**src/rtl/piso_serializer_if.sv**
```systemverilog
// Handshake and serial-output bundle for piso_serializer.
// The producer and the serial consumer sit on the master side; the serializer sits on the slave side.
interface piso_serializer_if #(
  parameter int WIDTH = 8
);
  logic [WIDTH-1:0] data_i;
  logic             valid_i;
  logic             ready_o;
  logic             ser_o;
  logic             ser_valid_o;
  logic             last_o;

  modport slave (
    input  data_i, valid_i,
    output ready_o, ser_o, ser_valid_o, last_o
  );

  modport master (
    output data_i, valid_i,
    input  ready_o, ser_o, ser_valid_o, last_o
  );
endinterface

```
**src/rtl/piso_serializer.sv**
```systemverilog
// LSB-first parallel-in/serial-out transmitter with a valid/ready word input and gapless streaming.
// Optional feature: define PISO_PARITY_EN to append an even-parity bit after each word.
module piso_serializer #(
  parameter int WIDTH = 8
) (
  input  logic              clk_i,
  input  logic              rst_ni,
  piso_serializer_if.slave  bus
);

  localparam int                CNT_W     = $clog2(WIDTH + 1);
  localparam logic [CNT_W-1:0]  LAST_DATA = CNT_W'(WIDTH - 1);

`ifdef PISO_PARITY_EN
  typedef enum logic [1:0] {IDLE = 2'd0, SHIFT = 2'd1, PARITY = 2'd2} state_t;
`else
  typedef enum logic [1:0] {IDLE = 2'd0, SHIFT = 2'd1} state_t;
`endif

  state_t             state_q, state_d;
  logic [WIDTH-1:0]   shift_q, shift_d;
  logic [CNT_W-1:0]   cnt_q, cnt_d;
  logic               ready_q, ready_d;
  logic               ser_q, ser_d;
  logic               ser_valid_q, ser_valid_d;
  logic               last_q, last_d;
  logic               accept;
  logic               load;
`ifdef PISO_PARITY_EN
  logic               par_q, par_d;
`endif

  // NOTE: sequential state uses non-blocking assignments so every flop samples pre-edge values.
  always_ff @(posedge clk_i or negedge rst_ni) begin
    if (!rst_ni) begin
      state_q     <= IDLE;
      shift_q     <= '0;
      cnt_q       <= '0;
      ready_q     <= 1'b0;
      ser_q       <= 1'b0;
      ser_valid_q <= 1'b0;
      last_q      <= 1'b0;
`ifdef PISO_PARITY_EN
      par_q       <= 1'b0;
`endif
    end else begin
      state_q     <= state_d;
      shift_q     <= shift_d;
      cnt_q       <= cnt_d;
      ready_q     <= ready_d;
      ser_q       <= ser_d;
      ser_valid_q <= ser_valid_d;
      last_q      <= last_d;
`ifdef PISO_PARITY_EN
      par_q       <= par_d;
`endif
    end
  end

  // NOTE: every always_comb output gets a default first, so no path can infer a latch.
  always_comb begin
    state_d = state_q;
    shift_d = shift_q;
    cnt_d   = cnt_q;
    load    = 1'b0;
`ifdef PISO_PARITY_EN
    par_d   = par_q;
`endif
    accept  = bus.valid_i && ready_q;

    unique case (state_q)
      IDLE: load = accept;
      SHIFT: begin
        shift_d = shift_q >> 1;
        cnt_d   = cnt_q + CNT_W'(1);
        if (cnt_q == LAST_DATA) begin
`ifdef PISO_PARITY_EN
          state_d = PARITY;
`else
          if (accept) begin
            load = 1'b1;
          end else begin
            state_d = IDLE;
            cnt_d   = '0;
          end
`endif
        end
      end
`ifdef PISO_PARITY_EN
      PARITY: begin
        if (accept) begin
          load = 1'b1;
        end else begin
          state_d = IDLE;
          cnt_d   = '0;
        end
      end
`endif
      default: state_d = IDLE;
    endcase

    // A load overrides the frame-end path so the next word starts without a gap.
    if (load) begin
      state_d = SHIFT;
      shift_d = bus.data_i;
      cnt_d   = '0;
`ifdef PISO_PARITY_EN
      par_d   = ^bus.data_i;
`endif
    end

    // Outputs are computed from the next state and registered, keeping inputs off any output path.
    ser_valid_d = (state_d != IDLE);
    ser_d       = (state_d == SHIFT) ? shift_d[0] : 1'b0;
`ifdef PISO_PARITY_EN
    if (state_d == PARITY) ser_d = par_d;
    last_d      = (state_d == PARITY);
`else
    last_d      = (state_d == SHIFT) && (cnt_d == LAST_DATA);
`endif
    ready_d     = (state_d == IDLE) || last_d;
  end

  assign bus.ready_o     = ready_q;
  assign bus.ser_o       = ser_q;
  assign bus.ser_valid_o = ser_valid_q;
  assign bus.last_o      = last_q;

endmodule

```
**src/flat_wrapper.sv**
```systemverilog
// flat-port wrapper written by rule: the top's interface ports become plain ports
module piso_serializer_flat 
#(
  parameter int WIDTH = 8
)
  (clk_i, rst_ni, bus_data_i, bus_valid_i, bus_ready_o, bus_ser_o, bus_ser_valid_o, bus_last_o);
  piso_serializer_if #(.WIDTH(WIDTH)) bus_i ();
  input  logic clk_i;
  input  logic rst_ni;
  input wire logic [$bits(bus_i.data_i)-1:0] bus_data_i;
  input wire logic [$bits(bus_i.valid_i)-1:0] bus_valid_i;
  output wire logic [$bits(bus_i.ready_o)-1:0] bus_ready_o;
  output wire logic [$bits(bus_i.ser_o)-1:0] bus_ser_o;
  output wire logic [$bits(bus_i.ser_valid_o)-1:0] bus_ser_valid_o;
  output wire logic [$bits(bus_i.last_o)-1:0] bus_last_o;
  assign bus_i.data_i = bus_data_i;
  assign bus_i.valid_i = bus_valid_i;
  assign bus_ready_o = bus_i.ready_o;
  assign bus_ser_o = bus_i.ser_o;
  assign bus_ser_valid_o = bus_i.ser_valid_o;
  assign bus_last_o = bus_i.last_o;
  piso_serializer #(.WIDTH(WIDTH)) u_core (.clk_i(clk_i), .rst_ni(rst_ni), .bus(bus_i));
endmodule
```
**config.mk**
```make
export PLATFORM = sky130hd
export DESIGN_NAME = piso_serializer_flat
export DESIGN_NICKNAME = d
export VERILOG_FILES = /design/src/rtl/piso_serializer_if.sv /design/src/rtl/piso_serializer.sv /design/src/flat_wrapper.sv
export SDC_FILE = /design/constraint.sdc
export NUM_CORES = 1
export LEC_CHECK = 0
export BUFFER_PORTS_ARGS = -buffer_cell sky130_fd_sc_hd__buf_2
export CAP_MARGIN = 0
export CORE_MARGIN = 2
export CORE_UTILIZATION = 40
export CTS_CLUSTER_DIAMETER = 50
export DETAILED_ROUTE_END_ITERATION = 16
export HOLD_SLACK_MARGIN = 0.15
export PLACE_DENSITY = 0.66
export SLEW_MARGIN = 20
export SYNTH_ARGS = -nofsm -noshare
export SYNTH_HDL_FRONTEND = slang
export SYNTH_SLANG_ARGS = --single-unit
```
**constraint.sdc**
```tcl
create_clock -name clk_i -period 2.3 [get_ports clk_i]
set_clock_uncertainty 0.15 [all_clocks]
set_input_delay 0.575 -clock clk_i [delete_from_list [all_inputs] [get_ports clk_i]]
set_output_delay 0.575 -clock clk_i [all_outputs]
set_load 0.02 [all_outputs]
```
Word-level counts from Yosys, hierarchy flattened

Cells that the tools add are included.

Register bits after elaboration: 18
Bits in latches: 0
RAM bits: 0
Bits in read-only memories: 0
Input port bits: 11
Output and inout bits: 4
Memories: 0

Add/sub/neg operators: 1
Multipliers: 0
Divide/modulo/power cells: 0
Order comparisons: 0
Equality and inequality tests: 4
Shift operators: 0
Mux-type cells: 14
Bitwise gates (word level): 0
Reduce and logical (&&, ||, !) cells: 7

Operators by type and width:

| kind                                          | count |
|---|---|
| two-way mux 4 bit                             | 4 |
| two-way mux 8 bit                             | 2 |
| == test 4 x 3 -> 1 bit, second input constant | 2 |
| two-way mux 2 bit                             | 3 |
| adder 4 x 1 -> 4 bit, second input constant   | 1 |
| == test 2 x 1 -> 1 bit, second input constant | 2 |
| zero test 2 bit                               | 2 |
| case mux 2 bit (2 select lines)               | 1 |
| nonzero test 2 bit                            | 2 |
| two-way mux 1 bit                             | 3 |
| logical AND 1 bit                             | 2 |
| case mux 1 bit (2 select lines)               | 1 |
| logical OR 1 bit                              | 1 |

Logic depth before layout (Yosys ltp)

Gate-level depths: netlist of the first run.

Depth in word-level cells: 8
Gate-level depth with buffers: 5
Depth with buffers taken out: 5

Worst setup path before layout of the first run

OpenSTA, ideal clock, no wires.

Path kind: reg2reg
Start: reg u_core.cnt_q[0]
End: reg u_core.shift_q[1]
Library setup time: 0.126 ns
Data arrival time: 1.497 ns
Data required time: 2.024 ns
Slack: 0.527 ns
Cell stages (with the launch flop): 6
Buffers on the path: 0
Clock period less this slack: 1.773 ns
Cell sequence: dfrtp_1 > ha_1 > nand3b_2 > a211o_1 > and3_1 > a221o_1

Word-level cells in the longest chain between the ends: 4
Elaborated cells on any way between the ends: 5
Classes of those cells: eq/ne: 1; mux: 3; reduce/logical: 1

Ends and longest elaborated chain:

| what                                                    | line                  | RTL |
|---|---|---|
| from (decl)                                             | piso_serializer.sv:22 | `logic [CNT_W-1:0] cnt_q, cnt_d;` |
| from (signal assigned)                                  | piso_serializer.sv:49 | `cnt_q <= cnt_d;` |
| == test 4 x 3 -> 1 bit (*)                              | piso_serializer.sv:76 | `if (cnt_q == LAST_DATA) begin` |
| two-way mux 1 bit (*)                                   | piso_serializer.sv:76 |  |
| case mux 1 bit (2 select lines) (*)                     | piso_serializer.sv:71 | `unique case (state_q)` |
| two-way mux 8 bit or nonzero test 2 bit (tied branches) | --                    |  |
| to (signal assigned)                                    | piso_serializer.sv:48 | `shift_q <= shift_d;` |
| to (decl)                                               | piso_serializer.sv:21 | `logic [WIDTH-1:0] shift_q, shift_d;` |

Every way passes the cells marked *; elsewhere a longest branch is shown, timed or not.
A chain may end at the register's enable or synchronous reset.

Final worst setup path of the first run

Start: reg u_core.cnt_q[0]
End: reg u_core.shift_q[6]

The elaborated chain is that of the path after synthesis.

==> impl_results.md, run 1 <==
- Post-Synth XOR/XNOR Area: under 10%
- Number of synthesized register bits: 18
- Worst path bufs/invs: 0
- DRC: 0
- Unrepaired setup endpoints after global routing: false
- Worst-path cell chain: ha_1 > nand3b_2 > a211o_1 > and3_1 > a221o_1
- Clock power share: between 20% and 30%
- Crit-path max cell delay: 0.41 ns
- IO buf count: 14
- Initial antenna violation count: 0
- IO Pins: 15
- Share of cells above drive strength 1: 28.2%
- Period utilisation layout: 83.7%
- Crit path launch type: flop
- Top delay family on crit path: compound AO/OA/AOI/OAI gates
- CTS tree: done
- Register area: 450 µm²
- EDFF count, synth: 0
- Power consumption: 795 µW
- Reg-to-reg slack, setup: 0.38 ns
- CTS Sinks: 18
- Vias: 581
- Cells after Synth: 67
- First DRT Iteration DRCs: 13
- Post-detail-place hpwl: 1020 µm
- Main synth FF type: dfrtp_1
- Most frequent cells in the layout: dfrtp_1 (18), buf_2 (14), nand2_1 (7), and3_1 (6), a221o_1 (6)
- Longest Clk Path Bufs: 2
- Syn nets: 79
- Sw Share: 28.5%
- Status: completed
- Worst Reg2Reg Path Length in Cells: 5
- Dpl cell area: 882 µm²
- N_diodes: 0
- Worst vdd ir: about 0.00044 V
- Synth-to-Final Area Change: 18.7%
- GPL Wtd Cong: 0.797
- Starting Density: 43.9%
- Seq pwr share: 54.9%
- Largest family of logic cells by synthesized area: compound AO/OA/AOI/OAI gates
- Yosys cell types: 26
- Clock Pin Slew Worst Setup and Hold Paths: 0.10 ns
- Logic pwr share: 21.3%
- Hold Path Class: flop to flop
- Hold wc startpoint: u_core.shift_q[0]
- Worst EP arrival: 1.95 ns
- DP Worst Slack: 0.397 ns
- Cell row count: 15
- Vias in the first global route: roughly 530
- Worst EP required: 2.33 ns
- WS Path Type: flop to flop
- Commonest non-fill, non-tap cell in the layout: dfrtp_1
- Drt wl/cell: between 10 and 15 µm
- GRT Util Overall: 15.4%
- YS warnings: 0
- First-pass DRT Iterations: 4
- Die W: 48.2 µm
- Antenna Nets Post-Route: 0
- Clock latency at the later pin of the worst-skew pair: 0.29 ns
- Largest net degree at the start of global routing: 19
- # fillers: 174
- Final #Nets: 98
- Worst-case hold slack: 0.336 ns
- Max-cap violations: 0
- Remaining Overflow, GRT: 0
- Max frequency: 0.520 GHz
- Num CTS Buffers: 3
- Root Driver: clkbuf_4
- Number of setup buffers added after CTS: 0
- Synth Area in Compound Gates: between 10% and 20%
- Simple-gate area share of the yosys netlist: 17.1%
- Asr flop ratio synth: 100%
- Setup violators final: 0
- Max FO, Critical Path: 7
- Post-synthesis mux area share: between 2 and 3%
- Via density: 5.28
- Final worst slack: around 0.38 ns
- Leakage power: between 0.4 and 0.5 nW
- Power Internal: between 500 and 600 µW
- Post-Synth Adder-Cell Area: 1.60%
- Die Area: 2320 µm²
- Final instance area: 928 µm²
- CP endpoint kind: flop
- Min Tclk post-route: approximately 1.9 ns
- Worst Hold End: u_core.shift_q[0]
- Final hold violations: 0
- Critical Path Slowest Stage Cell: dfrtp_1
- Final TNS setup: 0 ns
- First-pass GRT wire length: between 2000 and 2500 µm
- Max H-tree Level: 1
- Final Max Tran Viols: 0
- Multi-input logic area: 323 µm²
- Sequential area share after synthesis: 57.6%
- Total core area: 1780 µm²
- Synth Cell Area: between 700 and 800 µm²
- PwrDens: 857 nW/µm²
- Final WL: between 1000 and 1500 µm
- Switching pwr: 226 µW
- Die Y: 48.2 µm
- Critical R2R Capture: u_core.shift_q[6]
- Hold path depth: 2
- Reg2reg start: u_core.cnt_q[0]
- Crit. path cell count: 5
- Synth Area per Inst: 11.7 µm²
-- layer usage --
metal | GRT usage (%) | vias up | wire (µm)
li1 | - | 285 | -
met1 | 20.0 | 279 | 657
met2 | 23.2 | 15 | 653
met3 | 4.44 | 2 | 81
met4 | 8.11 | 0 | 15
met5 | 0 | - | 0
-- worst max path at each step --
| stage | startpoint | end | slack, ns |
|---|---|---|---|
| floorplan | u_core.cnt_q[0] | u_core.shift_q[1] | 0.53 |
| global placement | bus_valid_i | u_core.shift_q[3] | 0.44 |
| detailed placement | u_core.cnt_q[0] | u_core.shift_q[5] | 0.40 |
| CTS | u_core.cnt_q[0] | u_core.shift_q[6] | 0.37 |
| global route | u_core.cnt_q[0] | u_core.shift_q[4] | 0.27 |
| finish | u_core.cnt_q[0] | u_core.shift_q[6] | 0.38 |
-- cells in the mapped netlist, types with 2 or more instances --
cell type / n / area share, %
dfrtp_1: 18 / 58
nand2_1: 7 / 3.4
a221o_1: 6 / 7.7
and3_1: 6 / 4.8
nor2_1: 4 / 1.9
o21ai_0: 3 / 1.9
a31oi_1: 2 / 1.6
mux2i_1: 2 / 2.6
xor2_1: 2 / 2.2
-- worst min-delay path, stage by stage, from the launching register on --
cell and delay (ns):
dfrtp_1 0.35, nand2_1 0.06, nand2_1 0.05
-- flip-flops by register name (all words and copies together) (netlist names) --
| name | cells |
|---|---|
| u_core.bus.ser_valid_o | 1 |
| u_core.shift_q | 8 |
| u_core.bus.last_o | 1 |
| u_core.bus.ready_o | 1 |
| u_core.cnt_q | 4 |
| u_core.state_q | 2 |
| u_core.bus.ser_o | 1 |
-- what timing repair did --
item / in CTS / in global routing
endpoints found under the setup margin: 0 / 0
hold endpoints to repair: 18 / 0
hold buffers: 1 / 0
gates resized for setup: 0 / 0
-- power by group through the flow --
| stage | clock, mW | combinational [mW] | sequential, mW |
|---|---|---|---|
| after global placement | 0 | 0.164 | 0.441 |
| final | 0.189 | 0.169 | 0.437 |
| after CTS | 0.199 | 0.172 | 0.437 |
| after floorplan | 0 | 0.116 | 0.440 |
| after detailed placement | 0 | 0.170 | 0.443 |
| after global routing | 0.214 | 0.193 | 0.448 |
-- kinds of logic (layout without fill, tap and decap cells) --
family,count (synthesis),after routing
buffers and inverters,2,20
AND/OR/NAND/NOR,24,24
XOR/XNOR,2,2
other,1,1
multiplexers,2,2
flip-flops,18,18
adder cells (fa/ha/maj),1,1
AO/OA/AOI/OAI,17,17
-- layout make-up --
cell class / count / share of cell area, %
Multi-Input combinational cell: 47 / 34.8
Timing Repair Buffer: 16 / 9.43
Tap cell: 25 / 3.37
Clock buffer: 4 / 3.91
Sequential cell: 18 / 48.5
-- through the flow --
step           util [%]  cells
2_1_floorplan         -     67
3_3_place_gp       49.5    105
3_5_place_dp       49.5    105
4_1_cts            52.1    110
5_1_grt            52.1    110
6_report           52.1    110
Power figures use the tool's default switching activity.
==> run 2, diff against run 1 <==
--- a/config.mk
+++ b/config.mk
@@ -5,6 +5,7 @@
 export SDC_FILE = /design/constraint.sdc
 export NUM_CORES = 1
 export LEC_CHECK = 0
+export ABC_AREA = 1
 export BUFFER_PORTS_ARGS = -buffer_cell sky130_fd_sc_hd__buf_2
 export CAP_MARGIN = 0
 export CORE_MARGIN = 2
@@ -12,7 +13,7 @@
 export CTS_CLUSTER_DIAMETER = 50
 export DETAILED_ROUTE_END_ITERATION = 16
 export HOLD_SLACK_MARGIN = 0.15
-export PLACE_DENSITY = 0.66
+export PLACE_DENSITY = 0.68
 export SLEW_MARGIN = 20
 export SYNTH_ARGS = -nofsm -noshare
 export SYNTH_HDL_FRONTEND = slang
==> constraint.sdc (replaced) <==
create_clock -name clk_i -period 1.6 [get_ports clk_i]
set_clock_uncertainty 0.15 [all_clocks]
set_input_delay 0.4 -clock clk_i [delete_from_list [all_inputs] [get_ports clk_i]]
set_output_delay 0.4 -clock clk_i [all_outputs]
set_load 0.02 [all_outputs]
==> run 2 against run 1 <==
  * Total power up 62%
  * Clock power up 52%
  * Clock-buffer cell count unchanged
  * Final area up 12%
  * Synthesized area up 7.5%
  * Combinational power up 120%
  * Critical path type unchanged
  * Largest power group unchanged
==> impl_results.md, run 2 <==
- First DRT Iteration DRCs: 17
- Worst-case hold slack: 0.160 ns
- Post-synthesis mux area share: 0%
- Clock latency at the later pin of the worst-skew pair: ~0.29 ns
- CTS tree: done
- Max H-tree Level: 1
- Commonest non-fill, non-tap cell in the layout: nand2_1
- Die W: 49.8 µm
- Top cells by count, synth: nand2_1 (34), dfrtp_1 (18), inv_1 (11), nand3_1 (9)
- # fillers: 181
- DRC: 0
- Multi-input logic area: 344 µm²
- Core Util, Final: 52.6%
- Power consumption: 1.29 mW
- Clock power share: 22.4%
- Post-detail-place hpwl: 1310 µm
- Max FO, Critical Path: 4
- First-pass GRT wire length: between 2000 and 3000 µm
- N_diodes: 0
- Status: completed
- Synth Cell Area: 841 µm²
- Most frequent cells in the layout: nand2_1 (32), dfrtp_1 (18), buf_2 (14), inv_1 (11), nand3_1 (9)
- Hold Path Class: input pin to flop
- Die Area: 2480 µm²
- WS Path Type: flop to flop
- Leakage power: approximately 0.56 nW
- Final hold violations: 0
- Period utilisation layout: 94.3%
- GRT Util Overall: 16.2%
- Vias in the first global route: 689
- Register area: 450 µm²
- Placed cells: between 100 and 150
- Most flops, register: u_core.shift_q
- Root Driver: clkbuf_4
- Cells after Synth: 101
- Crit path launch type: flop
- PwrDens: 1230 nW/µm²
- GPL Wtd Cong: roughly 0.85
- Via density: 4.68
- Remaining Overflow, GRT: 0
- Max reg flops: 8
- Switching pwr: ~430 µW
- Share of cells above drive strength 1: 29.0%
- EDFF count, synth: 0
- Synth-to-Final Area Change: 24.0%
- Final WL: 1860 µm
- Drt wl/cell: 12.3 µm
- Yosys cell types: 18
- Power Internal: 854 µW
- IO buf count: 14
- First-pass DRT Iterations: 4
- Post-Synth Adder-Cell Area: around 1.5%
- Top cell type's share of synthesized area: 53.6%
- Main synth FF type: dfrtp_1
- CP endpoint kind: flop
- Antenna Nets Post-Route: 0
- Post-Synth XOR/XNOR Area: 0%
- Final #Nets: between 100 and 150
- Setup violators final: 0
- Worst EP required: 1.65 ns
- Seq pwr share: 48.6%
- Sequential area share after synthesis: a little over half
- Number of synthesized register bits: 18
- YS warnings: 0
- Largest net degree at the start of global routing: 19
- Worst EP arrival: 1.56 ns
- Initial antenna violation count: 0
- IO Pins: 15
- Starting Density: 42.4%
- Num CTS Buffers: 3
- Most numerous cell in the Yosys netlist: nand2_1
- Vias: just over 700
- Max-cap violations: 0
- Syn nets: 113
- Cell row count: 16
- Sw Share: 33.6%
- Synth Area in Compound Gates: 7.89%
- Final Max Tran Viols: 0
- Longest Clk Path Bufs: 2
- CTS Sinks: 18
- Largest family of logic cells by synthesized area: simple AND/OR/NAND/NOR gates
- Largest cells by area after synthesis: dfrtp_1 (54%), nand2_1 (15%), nand3_1 (5.4%), inv_1 (4.9%), o211ai_1 (3.6%)
- Die Y: 49.8 µm
- Final Non-Filler Cells: 151
- Largest regs: u_core.shift_q: 8 flops, u_core.cnt_q: 4 flops, u_core.state_q: 2 flops
- Total core area: 1980 µm²
- Clock Pin Slew Worst Setup and Hold Paths: about 0.11 ns
- Asr flop ratio synth: 100%
- Logic pwr share: a little under 30%
- Max frequency: between 0.6 and 0.7 GHz
- Min Tclk post-route: 1.51 ns
- Biggest area consumer among synthesized cells: dfrtp_1
- Worst vdd ir: 0.000727 V
- Simple-gate area share of the yosys netlist: 28.1%
- Synth Area per Inst: about 8.3 µm²
==> run 2: cell types whose count changed after synthesis, sizes merged, moves of 4 or more <==
cell / before / now
and3: 7 / 0
nand2: 7 / 35
inv: 0 / 16
nand3: 0 / 11
o211ai: 0 / 4
a221o: 6 / 0
==> run 2: area by class of cell <==
class	count	area share [%]
clock buffers	4	3.48
multi-input cells	66	33.0
repair buffers	20	11.3
well taps	27	3.24
flip-flops and latches	18	43.2
inverters	16	5.76
==> run 2: cells by family after synthesis <==
group           after synthesis
flops                        18
buf+inv                      17
compound gates               10
simple gates                 54
fa+ha+maj                     1
other cells                   1
==> run 2: worst max-delay path, cell delays in order, from the launching register on <==
cell and delay, ns:
dfrtp_1 0.42, buf_4 0.13, buf_4 0.12, nand3_1 0.08
nand2_1 0.07, nand2_1 0.06, o21bai_1 0.12, nand3_1 0.12
nand2_1 0.10, nand2_1 0.05
==> run 2: final timing paths <==
path | from | to | slack, ns | cells after the start
max | u_core.cnt_q[0] | u_core.bus.ready_o | 0.09 | 9
min | bus_data_i[2] | u_core.shift_q[2] | 0.16 | 3
max reg2reg | u_core.cnt_q[0] | u_core.bus.ready_o | 0.09 | 9
min reg2reg | u_core.shift_q[3] | u_core.shift_q[2] | 0.35 | 2
max in group asynchronous | rst_ni | u_core.cnt_q[2] | 0.62 | 2
min in group asynchronous | rst_ni | u_core.bus.ser_valid_o | 0.41 | 2
==> run 2: per-layer routing <==
layer | part of all wire, % | track usage (%)
met5 | 0 | 0
met4 | 0.97 | 8.80
met3 | 4.2 | 3.33
met2 | 50 | 26.2
met1 | 45 | 20.2
==> run 2: power groups by stage <==
stage | sequential (mW) | clock (mW) | combinational (mW)
6_report | 0.625 | 0.288 | 0.374
5_1_grt | 0.634 | 0.317 | 0.412
4_1_cts | 0.609 | 0.296 | 0.325
3_5_place_dp | 0.618 | 0 | 0.321
3_3_place_gp | 0.613 | 0 | 0.317
2_1_floorplan | 0.624 | 0 | 0.194
==> run 2: repair_timing <==
action                                  CTS  global route
resized for setup                         0             5
endpoints found under the setup margin    0            11
hold buffers                              1             0
setup buffers                             0             2
hold endpoints to repair                 18             0
==> run 2: stage by stage <==
| step | setup TNS (ns) | setup slack [ns] | instance area, µm² |
|---|---|---|---|
| finish | 0 | 0.0910 | 1040 |
| global route | -0.00432 | -0.00432 | 1040 |
| CTS | 0 | 0.00296 | 1000 |
| detailed placement | 0 | 0.0403 | 956 |
| global placement | 0 | 0.0969 | 956 |
| floorplan | 0 | 0.112 | 841 |
==> run 3, diff against run 2 <==
--- a/config.mk
+++ b/config.mk
@@ -9,11 +9,11 @@
 export BUFFER_PORTS_ARGS = -buffer_cell sky130_fd_sc_hd__buf_2
 export CAP_MARGIN = 0
 export CORE_MARGIN = 2
-export CORE_UTILIZATION = 40
+export CORE_UTILIZATION = 47
 export CTS_CLUSTER_DIAMETER = 50
 export DETAILED_ROUTE_END_ITERATION = 16
 export HOLD_SLACK_MARGIN = 0.15
-export PLACE_DENSITY = 0.68
+export PLACE_DENSITY = 0.82
 export SLEW_MARGIN = 20
 export SYNTH_ARGS = -nofsm -noshare
 export SYNTH_HDL_FRONTEND = slang
==> constraint.sdc (replaced) <==
create_clock -name clk_i -period 1.6 [get_ports clk_i]
set_clock_uncertainty 0.15 [all_clocks]
set_input_delay 0.48 -clock clk_i [delete_from_list [all_inputs] [get_ports clk_i]]
set_output_delay 0.48 -clock clk_i [all_outputs]
set_load 0.02 [all_outputs]
==> run 3 against run 2 <==
  * Global-route usage increased by 2.0 points
  * Wire length decreased by 8.3%
  * Total power decreased by 8.2%
  * Fmax increased by 2.1%
  * Cell count decreased by 2.6%
  * Flip-flop and latch count unchanged
  * Critical path type unchanged
  * Largest power group unchanged
==> impl_results.md, run 3 (synthesized netlist as in run 2, its figures left out) <==
- Starting Density: 49.2%
- Hold path depth: 3
- Worst setup startpoint: u_core.cnt_q[1]
- Worst path bufs/invs: 1
- Switching pwr: between 300 and 400 µW
- Reg2reg start: u_core.cnt_q[1]
- Crit. path cell count: 8
- Logic pwr share: 28.6%
- GPL Wtd Cong: roughly 0.96
- Post-detail-place hpwl: 1210 µm
- Power consumption: 1.18 mW
- CTS Sinks: 18
- Num CTS Buffers: 3
- Crit-path max cell delay: 0.43 ns
- CTS tree: done
- Most flops, register: u_core.shift_q
- Die W: between 40 and 50 µm
- Crit path launch type: flop
- DRC: 0
- Share of cells above drive strength 1: 27.9%
- Critical Path Slowest Stage Cell: dfrtp_1
- Longest Clk Path Bufs: 2
- Worst Reg2Reg Path Length in Cells: 8
- Final Max Tran Viols: 0
- Worst EP arrival: 1.53 ns
- Synth-to-Final Area Change: 21.1%
- Worst-path cell chain: ha_4 > nand3_4 > nand2_1 > nand2_2 > nand2_2 > inv_1 > nand2_1 > o211ai_1
- Die Area: 2140 µm²
- Largest net degree at the start of global routing: 19
- CP endpoint kind: flop
- Final hold violations: 0
- Final TNS setup: 0 ns
- Max frequency: 0.677 GHz
- First DRT Iteration DRCs: 29
- Via density: 4.95
- Top delay family on crit path: flip-flops
- Status: completed
- Initial antenna violation count: 0
- Most frequent cells in the layout: nand2_1 (32), dfrtp_1 (18), buf_2 (14), inv_1 (11), nand3_1 (9)
- Vias in the first global route: roughly 650
- Max H-tree Level: 1
- Largest regs: u_core.shift_q: 8 flops, u_core.cnt_q: 4 flops, u_core.state_q: 2 flops
- PwrDens: 1160 nW/µm²
- GRT Util Overall: 18.3%
- Worst EP required: around 1.7 ns
- Max reg flops: 8
- Max-cap violations: 0
- N_diodes: 0
- Core Util, Final: 59.6%
- Total core area: 1710 µm²
- Remaining Overflow, GRT: 0
- Clock power share: 18.8%
- Hold wc startpoint: bus_data_i[0]
- Worst vdd ir: 0.000753 V
- IO buf count: 14
- Clock Pin Slew Worst Setup and Hold Paths: 0.10 ns
- # fillers: 150
- Vias: 727
- Min Tclk post-route: 1.48 ns
- First-pass GRT wire length: 2730 µm
- Leakage power: ~0.55 nW
- IO Pins: 15
- Final WL: 1700 µm
- Sw Share: 33.9%
- Drt wl/cell: between 10 and 15 µm
- Max FO, Critical Path: 5
- First-pass DRT Iterations: 4
- Seq pwr share: 52.6%
- Power Internal: 781 µW
- Final #Nets: 136
- Clock latency at the later pin of the worst-skew pair: 0.29 ns
- Period utilisation layout: 92.3%
- Die Y: 46.3 µm
- WS Path Type: flop to flop
- Cell row count: 15
- Antenna Nets Post-Route: 0
- Commonest non-fill, non-tap cell in the layout: nand2_1
- Hold Path Class: input pin to flop
- Setup violators final: 0
- Root Driver: clkbuf_4
## run 3: metal layers
layer  global-route usage (%)  wire [µm]  up-vias
met2                     28.3        886       16
li1                         -          -      362
met5                        0          0        -
met3                     3.53         68        4
met4                     8.57         30        0
met1                     24.4        719      345
## run 3: per-stage QoR
step                      hold WS (ns)  setup slack [ns]  area, µm²  std cells
after floorplan                 0.0344             0.112        841        101
after global routing             0.267          -0.00469       1020        147
after CTS                        0.258            0.0327        981        145
final                            0.256             0.122       1020        147
after detailed placement         0.277            0.0107        946        141
after global placement           0.268            0.0530        946        141
## run 3: final timing paths
kind                                      to  slack [ns]
max reg2reg                u_core.shift_q[1]        0.12
min                        u_core.shift_q[0]        0.26
min in group asynchronous  u_core.state_q[0]        0.49
max in group asynchronous  u_core.shift_q[1]        0.53
max                        u_core.shift_q[1]        0.12
min reg2reg                u_core.shift_q[5]        0.36
## run 3: area by class of cell
cell class	count	area [µm²]	area share, %
tap	25	31.3	3.07
timing repair buffer	19	110	10.8
multi-input combinational	66	344	33.8
inverter	16	60.1	5.90
clock buffer	3	22.5	2.21
sequential	18	450	44.2
## run 3: worst reg2reg max path, stage by stage, from the launching register on
cell	delay, ns
dfrtp_1	0.43
ha_4	0.19
nand3_4	0.08
nand2_1	0.07
nand2_2	0.12
nand2_2	0.09
inv_1	0.11
nand2_1	0.06
o211ai_1	0.09
## run 3: timing repair
item / CTS / global route
gates resized for setup: 1 / 4
hold endpoints to repair: 18 / 0
hold buffers: 1 / 0
setup buffers: 0 / 2
endpoints found under the setup margin: 2 / 7
gates cloned: 0 / 0
## run 3: power groups by stage
stage	registers (mW)	logic, mW	clock network (mW)
after floorplan	0.624	0.194	0
after global placement	0.614	0.287	0
after detailed placement	0.622	0.295	0
after CTS	0.613	0.300	0.224
after global routing	0.634	0.377	0.234
final	0.621	0.337	0.222
